--- src/rtl/imem_stream_loader.sv ---
// Boot loader: packs a byte stream into little-endian words and writes
// them to instruction memory from address 0, holding the core until done.
//
// Ports:
//   clock, reset         rising-edge clock, synchronous active-high reset
//   start, word_count    load request and its length in words (IDLE only)
//   in_valid, in_data    byte stream input
//   in_ready             byte accepted when in_valid & in_ready
//   imem_we/addr/wdata   instruction-memory write port
//   core_hold            1 keeps the datapath in reset/stall
//   busy, done, error    load in progress, completion pulse, rejected start
module imem_stream_loader #(
  parameter int ADDR_W = 8,
  parameter int DEPTH  = 256
) (
  input  logic              clock,
  input  logic              reset,
  input  logic              start,
  input  logic [ADDR_W:0]   word_count,
  input  logic              in_valid,
  input  logic [7:0]        in_data,
  output logic              in_ready,
  output logic              imem_we,
  output logic [ADDR_W-1:0] imem_addr,
  output logic [31:0]       imem_wdata,
  output logic              core_hold,
  output logic              busy,
  output logic              done,
  output logic              error
);

  typedef enum logic [1:0] {
    IDLE,
    RECV,
    WRITE,
    DONE
  } state_t;

  localparam logic [ADDR_W:0]   MAXW  = (ADDR_W+1)'(DEPTH);
  localparam logic [ADDR_W:0]   ONE_W = (ADDR_W+1)'(1);
  localparam logic [ADDR_W-1:0] ONE_A = ADDR_W'(1);

  state_t          state;
  logic [1:0]      bidx;
  logic [23:0]     acc;
  logic [ADDR_W:0] wcnt;
  logic            last;
  logic            cnt_ok;
  logic            take;

  assign last   = ({1'b0, imem_addr} == (wcnt - ONE_W));
  assign cnt_ok = (word_count != '0) && (word_count <= MAXW);
  assign take   = in_valid && in_ready;

  always_ff @(posedge clock) begin
    if (reset) begin
      state      <= IDLE;
      bidx       <= 2'd0;
      acc        <= '0;
      wcnt       <= '0;
      in_ready   <= 1'b0;
      imem_we    <= 1'b0;
      imem_addr  <= '0;
      imem_wdata <= '0;
      core_hold  <= 1'b1;
      busy       <= 1'b0;
      done       <= 1'b0;
      error      <= 1'b0;
    end else begin
      unique case (state)
        IDLE: begin
          done <= 1'b0;
          if (start) begin
            if (cnt_ok) begin
              state     <= RECV;
              bidx      <= 2'd0;
              imem_addr <= '0;
              wcnt      <= word_count;
              error     <= 1'b0;
              core_hold <= 1'b1;
              busy      <= 1'b1;
              in_ready  <= 1'b1;
            end else begin
              error <= 1'b1;
            end
          end
        end
        RECV: begin
          if (take) begin
            if (bidx == 2'd3) begin
              state      <= WRITE;
              imem_we    <= 1'b1;
              imem_wdata <= {in_data, acc};
              in_ready   <= 1'b0;
              bidx       <= 2'd0;
            end else begin
              // shift right so byte 0 ends in the low lane
              acc  <= {in_data, acc[23:8]};
              bidx <= bidx + 2'd1;
            end
          end
        end
        WRITE: begin
          imem_we <= 1'b0;
          if (last) begin
            state     <= DONE;
            done      <= 1'b1;
            core_hold <= 1'b0;
            busy      <= 1'b0;
          end else begin
            imem_addr <= imem_addr + ONE_A;
            in_ready  <= 1'b1;
            state     <= RECV;
          end
        end
        DONE: begin
          done  <= 1'b0;
          state <= IDLE;
        end
        default: state <= IDLE;
      endcase
    end
  end

endmodule

--- config.mk ---
export PLATFORM = sky130hd
export DESIGN_NAME = imem_stream_loader
export DESIGN_NICKNAME = d
export VERILOG_FILES = /design/src/rtl/imem_stream_loader.sv
export SDC_FILE = /design/constraint.sdc
export NUM_CORES = 1
export LEC_CHECK = 0
export BUFFER_PORTS_ARGS = -buffer_cell sky130_fd_sc_hd__buf_2
export CELL_PAD_IN_SITES_DETAIL_PLACEMENT = 1
export CELL_PAD_IN_SITES_GLOBAL_PLACEMENT = 1
export CORE_UTILIZATION = 36
export CTS_CLUSTER_SIZE = 20
export DETAILED_ROUTE_END_ITERATION = 10
export GPL_ROUTABILITY_DRIVEN = 1
export PLACE_DENSITY_LB_ADDON = 0.1
export SLEW_MARGIN = 20
export SYNTH_ARGS = -nofsm -noshare
export SYNTH_HDL_FRONTEND = slang
export SYNTH_SLANG_ARGS = --single-unit
--- constraint.sdc ---
create_clock -name clock -period 2.5 [get_ports clock]
set_clock_uncertainty 0.2 [all_clocks]
set_input_delay 0.125 -clock clock [delete_from_list [all_inputs] [get_ports clock]]
set_output_delay 0.125 -clock clock [all_outputs]
set_load 0.03 [all_outputs]
# --- Word-level counts from Yosys, hierarchy flattened ---
# Cells that the tools add are included.
totals:
  register_bits: 83
  out_inout_bits: 46
  word_cells: 78
op_classes:
  n_addsub: 3
  magnitude_cmp: 1
  eq_ne: 11
  mux: 29
  bitwise: 1
  n_reduce_logical: 21
ops:
  columns: ["operator", "n"]
  rows:
  - ["$mux W8", 3]
  - ["$mux W2", 9]
  - ["$pmux W8 S2", 1]
  - ["$reduce_and A4 Y1", 4]
  - ["$ne A2 B2 Y1 const B", 6]
  - ["$reduce_and A3 Y1", 4]
  - ["$mux W1", 10]
  - ["$eq A8 B9 Y1", 1]
  - ["$le A9 B9 Y1 const B", 1]
  - ["$reduce_bool A9 Y1", 1]
  - ["$sub A9 B1 Y9 const B", 1]
  - ["$add A8 B1 Y8 const B", 1]
  - ["$pmux W2 S4", 1]
  - ["$reduce_bool A2 Y1", 4]
  - ["$eq A2 B2 Y1 const B", 3]
  - ["$pmux W1 S2", 3]
  - ["$reduce_and A6 Y1", 1]
  - ["$pmux W2 S2", 1]
  - ["$reduce_and A2 Y1", 2]
  - ["$pmux W1 S3", 1]
  - ["$reduce_bool A3 Y1", 1]
  - ["$add A2 B1 Y2 const B", 1]
  - ["$eq A2 B1 Y1 const B", 1]
  - ["$logic_and A1 B1 Y1", 2]
  - ["3 further kinds", 3]

# --- Logic depth before layout (Yosys ltp) ---
depth:
  depth_word: 5
  mapped_depth: 10
  ltp_nobuf: 9

# --- Worst setup path after synthesis ---
# OpenSTA, ideal clock, no wires.
synth_path:
  path_kind: "register to register"
  from: "register wcnt[0]"
  to: "register imem_addr[4]"
  arrival_ns: 2.464
  required_time_ns: 2.230
  setup_slack_ns: -0.233
  stages_incl_launch_ff: 11
  path_buffers: 1
  period_less_slack_ns: 2.733
  path_cell_list: "dfxtp_1 -> inv_1 -> ha_1 -> or3b_1 -> nor3_1 -> or4_1 -> a2111oi_2 -> a31o_4 -> buf_6 -> o21ai_0 -> a21oi_1"
synth_via:
  elab_chain_cells: 4
synth_rtl:
  columns: ["item", "line", "text"]
  rows:
  - ["start: declaration", "46", "logic [ADDR_W:0] wcnt;"]
  - ["start signal: assignment", "78", "wcnt <= word_count;"]
  - ["$sub A9 B1 Y9", "51", "assign last = ({1'b0, imem_addr} == (wcnt - ONE_W));"]
  - ["$eq A8 B9 Y1", "51", null]
  - ["$ne A2 B2 Y1 (no line)", null, null]
  - ["$reduce_and A4 Y1 (no line)", null, null]
  - ["end signal: assignment", "111", "imem_addr <= imem_addr + ONE_A;"]
  - ["end: declaration", "24", "output logic [ADDR_W-1:0] imem_addr,"]
# No other way between the ends.
# A chain may end at the register's enable or synchronous reset.

# --- Final worst setup path ---
layout_path:
  from: "register wcnt[0]"
  to: "register imem_addr[7]"
# The elaborated chain is that of the path after synthesis.

==> results.yml <==
grt:
  grt-ovfl-total: 0
  grt_pass1_wl_um: 17100
  grtUsageTotal_pct: 21.7
  antenna_found_initial: 0
  first_global_vias: 3478
  grt_max_degree: 57
logic_synthesis:
  synthesis.nets: 464
  yosysMostFrequentCell: "nand2_1"
  ys_types: 45
  synth-seq-cells: 83
  synth_edf_count: 0
  netlist_area_mm2: 0.00350
  synthFlopType: "dfxtp_1"
  synth_top_cell_area_share_pct: 47.5
  yosys-top-cells-area: "dfxtp_1 (47%), nand2_1 (13%), a21oi_1 (11%)"
  synth.avg_cell_area_um2: 8.02
  synthArstFlopShare_pct: 0
  yosys-top-cells-count: "nand2_1 (122), dfxtp_1 (83), a21oi_1 (74)"
  ys_seq_area_share_pct: 47.5
  yosysWarnings: 0
  synth_top_cell_by_area: "dfxtp_1"
  synthCells: 436
die:
  core_area_mm2: 0.00933
  initial_utilization_pct: 37.5
  num_io_pins: 67
  die_area_mm2: 0.0101
  rows: 35
  dieWidth_um: 101
  dieHeight_um: 101
clock_tree:
  cts_root_buf: "clkbuf_8"
  numCtsBuffers: 9
  tritoncts: "yes"
  clk_pin_slew_ns: 0.09
  clock_sinks: 83
  htreeDepth: 3
  clockBufferDepth: 2
  clock_latency_ns: 0.35
sta:
  min_period_ns: 2.65
  relSlewSlack_pct: 58.3
  max_freq_mhz: 377
  setup_tns_ns: -1.16
  setup_ws_ns: -0.153
  hold_violations: 0
  fin_crit_sh_pct: 106
  hold_slack_ns: 0.0224
  drv_slew: 0
  rsz0062_at_grt: "yes"
  worstMarginPinSlew_ns: 0.619
  finalSetupViolCount: 13
cells_and_area:
  n_antenna_cell: 0
  final_cell_area_mm2: 0.00465
  area_growth_pct: 33.0
  final_nets: 558
  drive_gt1_share_pct: 26.7
  fillers: 1177
critical_path:
  r2r_slack_ns: -0.15
  slowest_stage: "or3b_4"
  regToRegEndpoint: "imem_addr[7]"
  slowest_delay_ns: 0.42
  critical-path-top-delay-family: "simple AND/OR/NAND/NOR gates"
  start_kind: "flip-flop"
  worstPathMaxFanout: 6
  worstPathRequired_ns: 2.59
  critPathKind: "reg2reg"
  critPathLaunch: "wcnt[0]"
  r2r.worst_path.cells: 9
  cp-end-kind: "flip-flop"
  regToRegStartpoint: "wcnt[0]"
  worstPathCellList: "inv_4 > ha_4 > or3b_4 > o21ai_2 > o211ai_1 > mux2_4 > a31o_4 > or4_1 > a21oi_1"
  timing.critical_path.arrival_ns: 2.74
  worst-path-buf-inv: 1
power:
  p_seq_share_pct: 49.9
  ir_drop_mv: 0.389
  p_leak_uw: 0.00179
  combPwrFrac_pct: 12.7
  power_uw: 2730
  p_int_uw: 1990
  switching_share_pct: 27.0
  p_sw_uw: 737
  power_density_mw_per_mm2: 586
  clkPwrFrac_pct: 37.5
drt:
  wl_per_cell_um: 15.2
  drt-initial-drc-count: 73
  drt_first_pass_iters: 4
  remaining_drc_errors: 0
  ant_nets: 0
  drt_wl_total_um: 10100
  route.vias.total: 3357
  via_per_inst: 5.06
outcome:
  status: "complete, but fails checks"
  failed_checks: "setup timing"
min_path:
  hold_end: "imem_we"
  hold_depth: 2
  hold_path_class: "in2reg"
  min-delay-start: "reset"
placed_design:
  gp_congestion: 0.743
  dpl-instance-area_mm2: 0.00408
  hpwlAfterDp_um: 6650
  port_buffers: 66
run:
  maxCapViolations: 0
kinds of logic (layout without fill, tap and decap cells):
logic type / count (synthesis) / after routing / share of synthesized area, %
and+or+nand+nor: 190 / 190 / 24.0
AOI/OAI and AO/OA: 104 / 105 / 17.1
DFF: 83 / 83 / 47.5
buffers and inverters: 34 / 132 / 4.08
xor gates and xnor gates: 9 / 9 / 2.25
muxes: 9 / 9 / 2.61
adders and majority gates: 7 / 7 / 2.50
worst max-delay path by stage:
stage / endpoint / slack (ns) / cells after the start
4_1_cts: imem_addr[7] / -0.13 / 9
3_3_place_gp: busy / -0.06 / 10
5_1_grt: imem_addr[2] / -0.23 / 11
3_5_place_dp: imem_addr[0] / -0.20 / 11
6_report: imem_addr[7] / -0.15 / 9
2_1_floorplan: imem_addr[6] / 0.02 / 10
area by class of cell:
cell class / instances / area, um^2 / share of cell area [%]
tap: 129 / 161 / 3.47
timing repair buffer: 107 / 714 / 15.4
clock buffer: 10 / 138 / 2.96
sequential: 83 / 1670 / 35.9
clock inverter: 6 / 71.3 / 1.53
inverter: 9 / 36.3 / 0.780
multi-input combinational: 320 / 1860 / 40.0
routing by layer:
| metal | global-route usage, % | vias to the layer above | wire, um |
|---|---|---|---|
| met4 | 7.47 | 0 | 123 |
| met1 | 30.0 | 1622 | 5080 |
| met5 | 0 | - | 0 |
| met3 | 3.26 | 10 | 256 |
| li1 | - | 1676 | - |
| met2 | 34.5 | 49 | 4650 |
registers in the layout (all words and copies together) (netlist names), 2 cells and up:
register,flops
acc,24
bidx,2
imem_addr,8
imem_wdata,32
state,2
wcnt,9
power groups by stage:
stage / Combinational, uW / Clock [uW] / Sequential (uW)
after global placement: 266 / 0 / 1390
after global routing: 374 / 1120 / 1360
final: 346 / 1020 / 1360
after floorplan: 175 / 0 / 1400
after detailed placement: 275 / 0 / 1390
after CTS: 336 / 1050 / 1360
timing repair:
action                                  CTS  global route
endpoints found under the setup margin   13            13
pin swaps                                11            10
hold buffers                             18             0
endpoints found under the hold margin    26             0
gates cloned                              1             0
buffers inserted                          3             0
gates resized for setup                  26            15
through the flow:
| step | std cells | utilization, % | setup slack, ns |
|---|---|---|---|
| after CTS | 664 | 49.2 | -0.127 |
| final | 664 | 49.9 | -0.153 |
| after global routing | 664 | 49.9 | -0.228 |
| after global placement | 626 | 43.8 | -0.0572 |
| after detailed placement | 626 | 43.8 | -0.199 |
| after floorplan | 436 | - | 0.0209 |
cells in the final DEF (no fill, tap or decap), types with 2 or more instances in the layout:
master and instances:
nor3_1 6, nand3_1 6, nand2b_1 2, mux2i_1 8, o21ai_1 4, nand4_1 3
nand2_1 120, ha_1 6, a21oi_1 73, clkinvlp_4 2, o31ai_1 2, inv_1 7
clkbuf_8 10, nor3_4 2, o21ai_2 4, inv_6 2, xor2_1 4, or4_1 3
a31o_4 2, buf_4 17, dfxtp_1 79, o21ai_0 5, nand3b_1 2, or4_4 4
buf_2 66, or3_1 7, or2_2 2, dfxtp_2 2, dfxtp_4 2, buf_6 5
nor2_1 19, xnor2_1 4, nor2b_1 2, dlygate4sd3_1 18
No activity file was read; power rests on OpenSTA's default activity.
